## src/rtl/hazard_stall_unit.sv

```systemverilog
`default_nettype none
// ============================================================================
// hazard_stall_unit : E/M/W destination tracking, Tnew/Tuse stall, md busy
// Rev 1.0
// ============================================================================
module hazard_stall_unit #(
  parameter int MULT_CYCLES = 5,
  parameter int DIV_CYCLES  = 10
) (
  input  logic       clk,
  input  logic       reset,
  input  logic [4:0] A1_D,
  input  logic [4:0] A2_D,
  input  logic [1:0] Tuse_rs_D,
  input  logic [1:0] Tuse_rt_D,
  input  logic [4:0] A3_D,
  input  logic [1:0] Res_D,
  input  logic       md_use_D,
  input  logic       md_start_E,
  input  logic       md_div_E,
  output logic [4:0] A3_E,
  output logic [4:0] A3_M,
  output logic [4:0] A3_W,
  output logic [1:0] Res_E,
  output logic [1:0] Res_M,
  output logic [1:0] Res_W,
  output logic       stall,
  output logic       PC_en,
  output logic       D_en,
  output logic       E_clr,
  output logic       md_busy
);

  localparam logic [1:0] RES_NW  = 2'b00;
  localparam logic [1:0] RES_ALU = 2'b01;
  localparam logic [1:0] RES_DM  = 2'b10;

  localparam int MAX_CYCLES = (DIV_CYCLES > MULT_CYCLES) ? DIV_CYCLES : MULT_CYCLES;
  localparam int CNT_W      = ($clog2(MAX_CYCLES + 1) > 4) ? $clog2(MAX_CYCLES + 1) : 4;
  localparam logic [CNT_W-1:0] DIV_LOAD  = CNT_W'(DIV_CYCLES);
  localparam logic [CNT_W-1:0] MULT_LOAD = CNT_W'(MULT_CYCLES);

  logic [4:0]       a3_e_q, a3_m_q, a3_w_q, a3_e_d;
  logic [1:0]       res_e_q, res_m_q, res_w_q, res_e_d;
  logic [1:0]       tnew_e_q, tnew_m_q, tnew_e_d, tnew_m_d, tnew_dec_d;
  logic [CNT_W-1:0] cnt_q, cnt_d;
  logic             stall_rs, stall_rt, stall_md;

  // Tnew at E entry: cycles until the result exists in a forwardable latch.
  always_comb begin
    case (Res_D)
      RES_ALU: tnew_dec_d = 2'd1;
      RES_DM:  tnew_dec_d = 2'd2;
      default: tnew_dec_d = 2'd0;
    endcase
  end

  always_comb begin
    a3_e_d   = A3_D;
    res_e_d  = Res_D;
    tnew_e_d = tnew_dec_d;
    if (stall) begin
      a3_e_d   = 5'd0;
      res_e_d  = RES_NW;
      tnew_e_d = 2'd0;
    end
    tnew_m_d = (tnew_e_q != 2'd0) ? (tnew_e_q - 2'd1) : 2'd0;
  end

  always_comb begin
    cnt_d = cnt_q;
    if (md_start_E) begin
      cnt_d = md_div_E ? DIV_LOAD : MULT_LOAD;
    end else if (cnt_q != '0) begin
      cnt_d = cnt_q - CNT_W'(1);
    end
  end

  always_ff @(posedge clk) begin
    if (reset) begin
      a3_e_q   <= 5'd0;
      res_e_q  <= RES_NW;
      tnew_e_q <= 2'd0;
      a3_m_q   <= 5'd0;
      res_m_q  <= RES_NW;
      tnew_m_q <= 2'd0;
      a3_w_q   <= 5'd0;
      res_w_q  <= RES_NW;
      cnt_q    <= '0;
    end else begin
      a3_e_q   <= a3_e_d;
      res_e_q  <= res_e_d;
      tnew_e_q <= tnew_e_d;
      a3_m_q   <= a3_e_q;
      res_m_q  <= res_e_q;
      tnew_m_q <= tnew_m_d;
      a3_w_q   <= a3_m_q;
      res_w_q  <= res_m_q;
      cnt_q    <= cnt_d;
    end
  end

  // Register 0 never carries a real dependency; Tuse=3 is never below any Tnew.
  assign stall_rs = (A1_D != 5'd0) &&
                    (((A1_D == a3_e_q) && (Tuse_rs_D < tnew_e_q)) ||
                     ((A1_D == a3_m_q) && (Tuse_rs_D < tnew_m_q)));
  assign stall_rt = (A2_D != 5'd0) &&
                    (((A2_D == a3_e_q) && (Tuse_rt_D < tnew_e_q)) ||
                     ((A2_D == a3_m_q) && (Tuse_rt_D < tnew_m_q)));
  assign stall_md = md_use_D && (md_start_E || md_busy);

  assign stall   = stall_rs || stall_rt || stall_md;
  assign PC_en   = ~stall;
  assign D_en    = ~stall;
  assign E_clr   = stall;
  assign md_busy = (cnt_q != '0);

  assign A3_E  = a3_e_q;
  assign A3_M  = a3_m_q;
  assign A3_W  = a3_w_q;
  assign Res_E = res_e_q;
  assign Res_M = res_m_q;
  assign Res_W = res_w_q;

endmodule
`default_nettype wire
```

## config.mk

```make
export PLATFORM = sky130hd
export DESIGN_NAME = hazard_stall_unit
export DESIGN_NICKNAME = d
export VERILOG_FILES = /design/src/rtl/hazard_stall_unit.sv
export SDC_FILE = /design/constraint.sdc
export NUM_CORES = 1
export LEC_CHECK = 0
export ABC_AREA = 1
export CAP_MARGIN = 20
export CORE_MARGIN = 2
export CORE_UTILIZATION = 47
export CTS_CLUSTER_DIAMETER = 200
export DETAILED_ROUTE_END_ITERATION = 6
export PLACE_DENSITY_LB_ADDON = 0.08
export SETUP_SLACK_MARGIN = 0.5
export SYNTH_ARGS = -nofsm -noshare
export SYNTH_HDL_FRONTEND = slang
export SYNTH_SLANG_ARGS = --single-unit
```

## constraint.sdc

```tcl
create_clock -name clk -period 4.4 [get_ports clk]
set_input_delay 0.88 -clock clk [delete_from_list [all_inputs] [get_ports clk]]
set_output_delay 0.88 -clock clk [all_outputs]
set_load 0.01 [all_outputs]
```

==> metrics.cfg <==
[yosys]
ys_types = 20
synth_nets = 231
yosysWarnings = 0
synth-edff-count = 0
ys_seq_area_share_pct = 41.2
syn-instance-count = 198
netlist_area_mm2 = 0.00141
synth-main-ff-cell = dfxtp_1
ys_seq_elements = 29
avgSynthCellArea_um2 = 7.12
async_flop_share_pct = 0

[routing]
dr.pass1.iters = 6
routedWlPerCell_um = 10.2
drt_wl_total_um = 2900
drt_iter0_drc = 44
avgViaCountPerCell = 4.62
ant_nets = 0
vias = 1313
drc = 4

[die]
fp.dieArea_mm2 = 0.00345
die_w_um = 58.8
num_rows = 19
num_io_pins = 52
core_region_area_mm2 = 0.00281
die_h_um = 58.8
floorplan.initialDensity_pct = 50.3

[clock_network]
cts_num_sinks = 29
hold_buffers = 0
clkLatencyLatePin_ps = 310
postCtsSetupBuffers = 0
post_cts_resized = 0
root_buffer = clkbuf_4
cts_tree = built
cts_htree_levels = 2
clkSlewWorstSetupHoldPaths_ps = 80
clockBufferDepth = 2
cts_buffers = 5

[timing]
setup_violations = 0
whs_ps = 419
setup_tns_ps = 0
fin_skew_ps = 5.21
worst_slew_pin_slew_ps = 664
hold_viol_final = 0
max_freq_ghz = 0.272
fin_crit_sh_pct = 83.5
period_needed_ps = 3670
grt_setup_unrepaired = no
maxSlewHeadroom_pct = 55.6
maxSlewViolCount = 0

[critical_path]
end_kind = primary output
cp.required_ps = 3520
cp.arrival_ps = 2790
cpPeakStageDelay_ps = 560
critPathSlowestCell = clkdlybuf4s50_1
worst-path-buf-inv = 2
path_class = input pin to primary output
cp_cell_sequence = clkdlybuf4s50_1, ha_1, o21ai_0, nand2_1, nor2_1, nand2_1, nand2_1, nand2_2, nand3_1, clkdlybuf4s50_1
crit_path_frequent_cell = nand2_1
worst_path_dominant_cell_family = buffers and inverters
crit_fanout = 3
start_kind = input pin

[placement]
dp_hpwl_um = 2370
gp_congestion = 0.863
portBuffers = 51

[global_routing]
met2_usage_pct = 30.5
use_met1_pct = 22.3
overflow = 0
grt_pass1_wl_um = 4800
antenna_found_initial = 0
grt_pass1_vias = 1209
gr-usage-met3_pct = 5.93
grt_busiest_layer = met2
grt_max_degree = 19
grt.total_usage_pct = 18.4

[min_path]
min_path_type = register to register

[layout]
syn2layout_area_growth_pct = 40.6
num-nets-final = 285
drive_above_1_share_pct = 3.95
diodes = 0

[pwr]
p_leak_nw = 0.888
peakVddDrop_uv = 208
power.density_mw_per_mm2 = 291

[flow_run]
maxCapViolCount = 0

[outcome]
status = finished, violations left
violations = DRC

[layer usage]
layer	up-vias	share of wire, %
li1	701	-
met2	39	47
met3	6	6.9
met1	567	44
met5	-	0
met4	0	1.3
[where the power goes]
part,internal [mW],total [mW],switching (mW)
sequential,0.277,0.286,0.00889
clock,0.0636,0.145,0.0815
combinational,0.0759,0.145,0.0689
[cells in the final DEF, fill, tap and decap left out]
cell,n
a211oi_1,1
a21oi_1,3
clkbuf_1,3
clkbuf_4,5
clkdlybuf4s50_1,51
dfxtp_1,29
ha_1,7
inv_1,40
nand2_1,40
nand2_2,2
nand3_1,7
nand3_2,1
nand4_1,1
nand4_4,1
nor2_1,39
nor2_2,1
nor3_1,4
o211ai_1,3
o21ai_0,5
xnor2_1,5
xor2_1,5
[sequential cells by signal, indices dropped and copies added (netlist names)]
register and flops:
A3_E 5, A3_W 5, cnt_q 4, tnew_e_q 2, A3_M 5, Res_E 2
Res_M 2, Res_W 2, tnew_m_q 2
[kinds of logic after synthesis]
logic type	count (synthesis)	share of synthesized area, %
DFF	29	41.2
adders and majority gates	7	6.21
xor gates and xnor gates	10	6.21
buffers and inverters	44	12.5
and+or+nand+nor	96	28.9
AOI/OAI and AO/OA	12	4.97
[area by class of cell]
| type | instances | area, um2 |
|---|---|---|
| Clock buffer | 8 | 48.8 |
| Fill cell | 233 | 823 |
| Inverter | 40 | 150 |
| Sequential cell | 29 | 581 |
| Tap cell | 31 | 38.8 |
| Multi-Input combinational cell | 125 | 653 |
| Timing Repair Buffer | 51 | 510 |
[synthesized netlist by cell type, types with 2 or more instances]
library cell	n	area share [%]
inv_1	40	11
nand2_1	40	11
nor2_1	39	10
dfxtp_1	29	41
ha_1	7	6.2
nand3_1	7	2.5
o21ai_0	5	1.8
xnor2_1	5	3.1
xor2_1	5	3.1
nor3_1	4	1.4
a21oi_1	3	1.1
buf_4	3	1.6
o211ai_1	3	1.6
nand2_2	2	0.89
[worst register-to-register path: stages, from the launching register on]
cell and delay (ps):
dfxtp_1 320, inv_1 50, ha_1 250, o21ai_0 110, nand2_1 80, nor2_1 90, nand2_1 60, nand2_1 80
nand2_2 70, nand4_4 150, nor2_1 60
[metrics by stage]
step / worst slack [ps] / area [um2] / util [%] / power, mW / std cells
floorplan: 1570 / 1410 / - / 0.370 / 198
global placement: 745 / 1930 / 68.9 / 0.436 / 276
detailed placement: 724 / 1930 / 68.9 / 0.438 / 276
CTS: 720 / 1980 / 70.7 / 0.585 / 284
global route: 646 / 1980 / 70.7 / 0.615 / 284
finish: 726 / 1980 / 70.7 / 0.576 / 284
[final timing paths]
kind / start / to / slack, ps / depth (start not counted)
setup / recovery: Tuse_rs_D[1] / stall / 730 / 10
hold / removal: Res_E[1] / Res_M[1] / 420 / 2
setup reg to reg: tnew_m_q[1] / Res_E[0] / 2970 / 10
hold reg to reg: Res_E[1] / Res_M[1] / 420 / 2
No activity file was read; power rests on OpenSTA's default activity.
==> RTL edit, RTL diff (config.mk and constraints unchanged) <==
`DIV_CYCLES`: 10 -> 20.
--- a/src/rtl/hazard_stall_unit.sv
+++ b/src/rtl/hazard_stall_unit.sv
@@ -5,7 +5,7 @@
 // ============================================================================
 module hazard_stall_unit #(
   parameter int MULT_CYCLES = 5,
-  parameter int DIV_CYCLES  = 10
+  parameter int DIV_CYCLES  = 20
 ) (
   input  logic       clk,
   input  logic       reset,
Function: same outputs for any inputs over 10 cycles, from zero or initial values and one cycle with reset high; that may be too few to reach the edited logic, so the function may still have changed.
==> RTL edit against the unedited design <==
Synthesized area grew 4.2%. Power grew 6.3%. Clock power grew 17%. Routed wire length grew 7.6%. Die area grew 3.9%. Sequential cell count grew 1. Highest routed layer unchanged. Worst hold slack gained 0.0091 ns. Sequential power grew 4%. Count of clock-buffer cells in the layout shrank 1. Design area grew 3.9%. Sequential share of layout area shrank 0.11 points. First-iteration DRC count grew 50%. Setup slack gained 0.0045 ns. Critical path depth is the same.
==> RTL edit: results (changes against the unedited design) <==
\begin{tabular}{lr}
\hline
Metric & Value \\
\hline
\multicolumn{2}{l}{\textbf{Run status}} \\
Run status & finished clean (was finished with violations) \\
\multicolumn{2}{l}{\textbf{Drt}} \\
1st-iter DRT viols & 66 (was 44) \\
Number of iterations in the first detailed-routing pass & 4 (was 6) \\
Final Routed Wirelength & 3120 um (was 2900 um) \\
Via count & 1,425 (was 1,313) \\
\multicolumn{2}{l}{\textbf{Finish}} \\
Non-filler cells, final & 299 (was 284) \\
Share of final-layout standard cells stronger than drive strength 1 & 5.26\% (was 3.95\%) \\
Count of nets after finishing & 298 (was 285) \\
\multicolumn{2}{l}{\textbf{Setup path}} \\
Peak per-stage delay on the critical path & 0.54 ns (was 0.56 ns) \\
Setup slack of the most critical reg-to-reg path & 2.93 ns (was 2.97 ns) \\
\multicolumn{2}{l}{\textbf{Power}} \\
Static leakage power & 0.938 nW (was 0.888 nW) \\
Worst IR Drop VDD & 0.000223 V (was 0.000208 V) \\
Switching power total & 0.000174 W (was 0.000159 W) \\
\multicolumn{2}{l}{\textbf{Logic synthesis}} \\
Synth cell count leaders & nand2\_1, inv\_1, nor2\_1 (was inv\_1, nand2\_1, nor2\_1) \\
Adder and majority cell fraction of the synthesized area & 5.96\% (was 6.21\%) \\
Synthesized Nets & 244 (was 231) \\
Sequential cell area fraction in the yosys report & 40.9\% (was 41.2\%) \\
Compound-Gate Fraction of Synth Area & 8.09\% (was 4.97\%) \\
Synth unique cells & 25 (was 20) \\
\multicolumn{2}{l}{\textbf{GRT}} \\
Wire length of the first global-routing pass & 5110 um (was 4800 um) \\
Maximum number of pins on one net before global-route repair & 21 (was 19) \\
Vias in the first global route & 1,251 (was 1,209) \\
Aggregate global-route resource usage & 19.3\% (was 18.4\%) \\
\multicolumn{2}{l}{\textbf{STA}} \\
Slew @ Worst Pin & 0.755 ns (was 0.664 ns) \\
Largest clock skew in the final design & 0.0118 ns (was 0.00521 ns) \\
\multicolumn{2}{l}{\textbf{Placed design}} \\
Placed wire-length estimate after detailed placement & 2460 um (was 2370 um) \\
\multicolumn{2}{l}{\textbf{Clocking}} \\
Worst-Skew Late Latency & 0.33 ns (was 0.31 ns) \\
\hline
\end{tabular}
RTL edit: through the flow:
step                total power (W)  util, %  instance area (sq um)  setup slack (ns)
global placement           0.000448     66.5                   2000             0.751
floorplan                  0.000381        -                   1470              1.52
detailed placement         0.000449     66.5                   2000             0.717
finish                     0.000612     68.5                   2060             0.731
global route               0.000651     68.5                   2060             0.568
CTS                        0.000620     68.5                   2060             0.717
RTL edit: routing by layer:
layer  GRT usage (%)  part of all wire (%)
met1            21.5                    43
met2            32.5                    47
met3            6.06                   6.0
met4            10.5                   3.5
met5               0                     0
RTL edit: final cells by class:
| cell class | instances | area, sq um |
|---|---|---|
| Clock buffer | 7 | 55.1 |
| Sequential cell | 30 | 601 |
| Fill cell | 272 | 945 |
| Tap cell | 33 | 41.3 |
| Timing Repair Buffer | 51 | 510 |
| Inverter | 43 | 161 |
| Clock inverter | 1 | 5.00 |
| Multi-Input combinational cell | 134 | 684 |
RTL edit: worst paths after layout:
| kind | from | to | cells after the start |
|---|---|---|---|
| worst max-delay path | Tuse_rt_D[1] | D_en | 10 |
| worst min register to register | Res_E[1] | Res_M[1] | 2 |
| worst min-delay path | Res_E[1] | Res_M[1] | 2 |
| worst max register to register | tnew_e_q[1] | A3_E[2] | 9 |
RTL edit: worst max-delay path, delay by kind of cell:
family / cells / cell delay, ns
compound gates: 1 / 0.16
buf+inv: 3 / 1.07
simple gates: 5 / 0.40
fa+ha+maj: 1 / 0.28
RTL edit: power by group through the flow:
stage                     Clock [W]  Sequential [W]  Combinational, W
after floorplan                   0        0.000305         0.0000761
after global placement            0        0.000303          0.000145
after detailed placement          0        0.000303          0.000146
after CTS                  0.000176        0.000297          0.000147
after global routing       0.000188        0.000299          0.000164
final                      0.000170        0.000297          0.000145
RTL edit: cells by family (layout without fill, tap and decap cells):
kind of cell | count (synthesis) | count (layout)
flops | 30 | 30
xor+xnor | 3 | 3
buf+inv | 47 | 102
compound gates | 19 | 19
simple gates | 105 | 105
fa+ha+maj | 7 | 7
